--- src/rtl/blu_pkg.sv ---
// Shared constants and stage types for the Dilithium butterfly cores.
// Coefficients are 23 bits wide, and all arithmetic is modulo Q = 8380417.
package blu_pkg;

    localparam int          COEF_W   = 23;
    localparam logic [22:0] Q        = 23'd8380417;
    localparam logic [31:0] QINV     = 32'd58728449;
    localparam logic [22:0] MONT_ONE = 23'd4193792;

    typedef logic [COEF_W-1:0] coef_t;

    // One pipeline slot. The p and m fields feed the Montgomery reduction,
    // and s rides alongside it unchanged.
    typedef struct packed {
        logic        valid;
        coef_t       s;
        logic [45:0] p;
        logic [31:0] m;
        coef_t       zeta;
    } stage_t;

endpackage

--- src/rtl/mont_reduce.sv ---
// Two-stage Montgomery reduction: t = p * 2^-32 mod Q, returned in [0,Q).
// The s field and the valid bit pass through alongside the product.
module mont_reduce
    import blu_pkg::*;
#(
    parameter coef_t       MOD_Q    = Q,
    parameter logic [31:0] MOD_QINV = QINV
) (
    input  logic   clk_i,
    input  logic   reset_i,
    input  logic   en_i,
    input  stage_t stage_i,
    output logic   valid_o,
    output coef_t  s_o,
    output coef_t  t_o
);

    stage_t      r_s3;
    logic        r_valid4;
    coef_t       r_s4;
    coef_t       r_t4;

    logic [31:0] w_m;
    logic [63:0] w_mq;
    logic [63:0] w_diff;
    logic [31:0] w_t;
    logic [31:0] w_tFix;
    logic        w_unused;

    assign w_m = stage_i.p[31:0] * MOD_QINV;

    // The low 32 bits of p - m*Q are zero by construction.
    // The upper half is the signed quotient, which lies in (-Q, Q).
    assign w_mq     = 64'(r_s3.m) * 64'(MOD_Q);
    assign w_diff   = 64'(r_s3.p) - w_mq;
    assign w_t      = w_diff[63:32];
    assign w_tFix   = w_t[31] ? (w_t + 32'(MOD_Q)) : w_t;
    assign w_unused = ^{w_diff[31:0], w_tFix[31:23], r_s3.zeta};

    always_ff @(posedge clk_i) begin
        if (reset_i) begin
            r_s3     <= '0;
            r_valid4 <= 1'b0;
            r_s4     <= '0;
            r_t4     <= '0;
        end else if (en_i) begin
            r_s3       <= stage_i;
            r_s3.m     <= w_m;
            r_valid4   <= r_s3.valid;
            r_s4       <= r_s3.s;
            r_t4       <= w_tFix[22:0];
        end
    end

    assign valid_o = r_valid4;
    assign s_o     = r_s4;
    assign t_o     = r_t4;

endmodule

--- src/rtl/gs_inv_butterfly.sv ---
// Gentleman-Sande inverse butterfly: a' = a + b, b' = (a - b) * zeta * 2^-32, all mod Q.
// It has four pipeline stages and a single global stall, driven by the output handshake.
module gs_inv_butterfly #(
    parameter int          DATA_WIDTH = 32,
    parameter logic [22:0] Q          = blu_pkg::Q,
    parameter logic [31:0] QINV       = blu_pkg::QINV
) (
    input  logic                  clk_i,
    input  logic                  reset_i,
    input  logic                  valid_i,
    output logic                  ready_o,
    input  logic [DATA_WIDTH-1:0] data1_i,
    input  logic [DATA_WIDTH-1:0] data2_i,
    input  logic [DATA_WIDTH-1:0] zeta_i,
    output logic                  valid_o,
    input  logic                  ready_i,
    output logic [DATA_WIDTH-1:0] data1_o,
    output logic [DATA_WIDTH-1:0] data2_o
);

    localparam int CW = blu_pkg::COEF_W;

    logic             w_en;
    logic [CW-1:0]    w_a;
    logic [CW-1:0]    w_b;
    logic [CW-1:0]    w_zeta;
    logic [CW:0]      w_sum;
    logic [CW:0]      w_sumRed;
    logic [CW:0]      w_dif;
    logic [CW:0]      w_difRed;
    logic             w_valid4;
    blu_pkg::coef_t   w_s4;
    blu_pkg::coef_t   w_t4;
    logic             w_unused;

    logic             r_valid1;
    blu_pkg::coef_t   r_s1;
    blu_pkg::coef_t   r_d1;
    blu_pkg::coef_t   r_zeta1;
    blu_pkg::stage_t  r_s2;

    // Every stage moves together. A stalled output freezes the whole pipe.
    assign w_en    = !w_valid4 || ready_i;
    assign ready_o = w_en;

    assign w_a    = data1_i[CW-1:0];
    assign w_b    = data2_i[CW-1:0];
    assign w_zeta = zeta_i[CW-1:0];

    assign w_sum    = {1'b0, w_a} + {1'b0, w_b};
    assign w_sumRed = (w_sum >= {1'b0, Q}) ? (w_sum - {1'b0, Q}) : w_sum;
    assign w_dif    = {1'b0, w_a} - {1'b0, w_b};
    assign w_difRed = w_dif[CW] ? (w_dif + {1'b0, Q}) : w_dif;

    assign w_unused = ^{data1_i[DATA_WIDTH-1:CW], data2_i[DATA_WIDTH-1:CW],
                        zeta_i[DATA_WIDTH-1:CW], w_sumRed[CW], w_difRed[CW]};

    always_ff @(posedge clk_i) begin
        if (reset_i) begin
            r_valid1 <= 1'b0;
            r_s1     <= '0;
            r_d1     <= '0;
            r_zeta1  <= '0;
            r_s2     <= '0;
        end else if (w_en) begin
            r_valid1 <= valid_i;
            if (valid_i) begin
                r_s1    <= w_sumRed[CW-1:0];
                r_d1    <= w_difRed[CW-1:0];
                r_zeta1 <= w_zeta;
            end
            r_s2.valid <= r_valid1;
            r_s2.s     <= r_s1;
            r_s2.p     <= 46'(r_d1) * 46'(r_zeta1);
            r_s2.m     <= '0;
            r_s2.zeta  <= r_zeta1;
        end
    end

    mont_reduce #(
        .MOD_Q    (Q),
        .MOD_QINV (QINV)
    ) u_mont (
        .clk_i   (clk_i),
        .reset_i (reset_i),
        .en_i    (w_en),
        .stage_i (r_s2),
        .valid_o (w_valid4),
        .s_o     (w_s4),
        .t_o     (w_t4)
    );

    assign valid_o = w_valid4;
    assign data1_o = {{(DATA_WIDTH-CW){1'b0}}, w_s4};
    assign data2_o = {{(DATA_WIDTH-CW){1'b0}}, w_t4};

endmodule
--- config.mk ---
export PLATFORM = sky130hd
export DESIGN_NAME = gs_inv_butterfly
export DESIGN_NICKNAME = d
export VERILOG_FILES = /design/src/rtl/blu_pkg.sv /design/src/rtl/mont_reduce.sv /design/src/rtl/gs_inv_butterfly.sv
export SDC_FILE = /design/constraint.sdc
export NUM_CORES = 2
export LEC_CHECK = 0
export ABC_CLOCK_PERIOD_IN_PS = 9700
export CORE_AREA = 3 3 346 262
export CTS_CLUSTER_DIAMETER = 80
export DETAILED_ROUTE_END_ITERATION = 10
export DIE_AREA = 0 0 349 265
export PLACE_DENSITY = 0.67
export SYNTH_ARGS = -nofsm -noshare
export SYNTH_HDL_FRONTEND = slang
export SYNTH_SLANG_ARGS = --single-unit
--- constraint.sdc ---
create_clock -name clk_i -period 9.7 [get_ports clk_i]
set_input_delay 2.425 -clock clk_i [delete_from_list [all_inputs] [get_ports clk_i]]
set_output_delay 2.425 -clock clk_i [all_outputs]
set_load 0.005 [all_outputs]
==> impl_metrics.tcl <==
set metrics [dict create \
    status "completed" \
    final_cell_mix "1064 x inv_1, 830 x nand2_1, 706 x fa_1" \
    die_x_um 349 \
    clock_path_buffers 3 \
    area_growth_pct 8.09 \
    grt_pass1_wl_mm 175 \
    tns_ns 0 \
    start_util 0.498 \
    hpwl_mm 88.0 \
    synth-seq-area-share 0.127 \
    h-tree-depth 2 \
    crit_start "u_mont.r_s3[27]" \
    wire_per_inst_um 17.0 \
    synth_edf_count 0 \
    worst_pin_slew_ns 1.16 \
    clk_pin_slew_ns 0.06 \
    r2r-end "u_mont.t_o[17]" \
    synth_area_um2 43600 \
    vias 33900 \
    synth_ff_type "dfxtp_1" \
    nets 6456 \
    slew_headroom 0.228 \
    die_y_um 265 \
    finalHoldViolCount 0 \
    clock-root-buffer "clkbuf_16" \
    cts_hold_buf 0 \
    mostFrequentLayoutCell "inv_1" \
    ioPinCount 166 \
    fin_crit_sh 0.948 \
    synthDistinctLibCells 90 \
    critPathMaxFanout 9 \
    endpoint_kind "flip-flop" \
    grt_overflow 0 \
    cts_buffers 37 \
    die_area_um2 92500 \
    hold_ws_ns 0.446 \
    grt_max_degree 103 \
    yosys_warnings 0 \
    final_area_um2 47200 \
    synth.avg_cell_area_um2 8.50 \
    crit_arrival_ns 9.70 \
    row_count 94 \
    period_minus_slack_ns 9.19 \
    place_congestion 0.903 \
    r2r_setup_slack_ns 0.51 \
    core_area_um2 87600 \
    cp.required_ns 10.21 \
    cts.sinks 276 \
    rsz0062_at_grt "false" \
    regToRegStartpoint "u_mont.r_s3[27]" \
    drtAntennaViolNets 0 \
    port_buffers 120 \
    async_reset_ff_frac 0 \
    avgViaCountPerCell 5.36 \
    syn_inst 5135 \
    drtPass1Iterations 5 \
    path_class "reg -> reg" \
    final_max_slew_viol_count 0 \
    dr.first_iter.drc_count 2267 \
    grt_pass1_vias 33200 \
    place_area_um2 45900 \
    skew_ns 0.0407 \
    drt-total-wl_mm 107 \
    max_freq_ghz 0.109 \
    cts_tree "yes" \
    post-route-drc-count 0 \
    grt.total_usage 0.235 \
    cp-start-kind "flip-flop" \
    endpoint "u_mont.t_o[17]" \
    setup_viol 0 \
    r2r.worst_path.cells 26 \
    ys_seq_elements 276 \
    layout-drive-gt1-share 0.0360 \
    antenna_found_initial 2 \
    clkLatencyLatePin_ns 0.59 \
    timing.max_cap.violations 0 \
    holdCritPathClass "reg -> reg" \
]
-- worst max-delay path, stage by stage, from the launching register on --
cell and delay, ns:
dfxtp_1 0.60, clkinvlp_4 0.16, buf_4 0.19, fa_1 0.62, inv_1 0.10, fa_1 0.54, inv_1 0.06, fa_1 0.50
fa_1 0.53, fa_1 0.54, inv_1 0.05, fa_1 0.50, fa_1 0.54, inv_1 0.04, ha_1 0.36, and4_1 0.31
nand4b_1 0.11, o211ai_1 0.23, o21ba_1 0.30, a211oi_1 0.54, xor2_1 0.21, or4_1 0.72, nor4_4 0.40, nor3_2 0.14
mux2_4 0.33, o31a_1 0.30, o31ai_1 0.18
-- synthesized netlist by cell type, drive strengths merged, types with 5 or more instances --
cell     number  share of area
nand2       831          0.071
a311oi       11         0.0022
nand4        26         0.0037
buf          26         0.0041
or3          25         0.0036
o211ai       15         0.0026
mux2i        10         0.0023
o21ai        97          0.011
ha          508           0.15
or4          12         0.0022
and3         24         0.0034
or2          13         0.0019
clkbuf      211          0.018
xnor2       104          0.021
o311ai       13         0.0026
nor2        141          0.012
mux2          5         0.0014
fa          706           0.32
a211oi       47         0.0083
xor2         40         0.0080
o21ba         5         0.0011
nor3         50         0.0063
a41oi         6         0.0014
nor2b        22         0.0032
and2        171          0.025
a2111oi       8         0.0019
o31ai        16         0.0029
inv        1068          0.092
a311o         6         0.0014
nand3b        6         0.0010
a21oi       325          0.037
nand2b       22         0.0032
nand3        72         0.0083
nor3b         5        0.00086
nor4b        10         0.0020
a31oi        28         0.0040
o21a         16         0.0028
dfxtp       276           0.13
a211o        11         0.0022
o21bai       20         0.0034
a21o         48         0.0083
a31o          6         0.0012
nor4         21         0.0035
-- metal layers --
metal  vias to the layer above  part of all wire  track usage
li1                      16000                 -            -
met1                     16800              0.47        0.348
met2                       955              0.43        0.350
met3                       106             0.086       0.0611
met4                         0             0.014       0.0378
met5                         -                 0            0
-- kinds of logic after synthesis --
group	after synthesis	synth area share
and+or+nand+nor	1462	0.154
buffers and inverters	1305	0.114
adders and majority gates	1214	0.470
AOI/OAI and AO/OA	718	0.103
DFF	276	0.127
xor gates and xnor gates	144	0.0289
muxes	15	0.00367
other	1	0.0000859
-- sequential cells by signal (all words and copies together), names as in the netlist --
name and cells:
r_zeta1 23, u_mont.s_o 23, u_mont.t_o 23, r_s1 23, r_s2 70, r_d1 23
r_valid1 1, u_mont.valid_o 1, u_mont.r_s3 89
-- through the flow --
| stage | std cells | worst slack, ns | util |
|---|---|---|---|
| global placement | 6253 | 0.567 | 0.524 |
| finish | 6321 | 0.508 | 0.538 |
| floorplan | 5152 | 1.56 | - |
| detailed placement | 6253 | 0.486 | 0.524 |
| CTS | 6318 | 0.481 | 0.538 |
| global route | 6320 | 0.0612 | 0.538 |
-- timing repair --
action / CTS / global route
setup endpoints to repair: 0 / 2
buffers inserted: 0 / 2
endpoints found under the hold margin: 0 / 0
resized for setup: 0 / 1
-- layout make-up --
type	count	area [um2]
Clock inverter	18	213
Multi-Input combinational cell	3571	33200
Fill cell	8108	40500
Clock buffer	47	1040
Timing Repair Buffer	188	1720
Sequential cell	276	5530
Inverter	1068	4020
Antenna cell	1	2.50
Tap cell	1152	1440
-- worst min-delay path by stage --
stage,from,to,depth (start not counted)
global route,r_s2[118],u_mont.r_s3[118],2
global placement,u_mont.s_o[20],u_mont.s_o[20],2
finish,r_s2[115],u_mont.r_s3[115],2
detailed placement,u_mont.s_o[0],u_mont.s_o[0],2
floorplan,u_mont.r_s3[99],u_mont.r_s3[99],2
CTS,r_s2[115],u_mont.r_s3[115],2
Power is not shown: default switching activity piles up to over one toggle a cycle in this logic, so the estimate is an artifact.
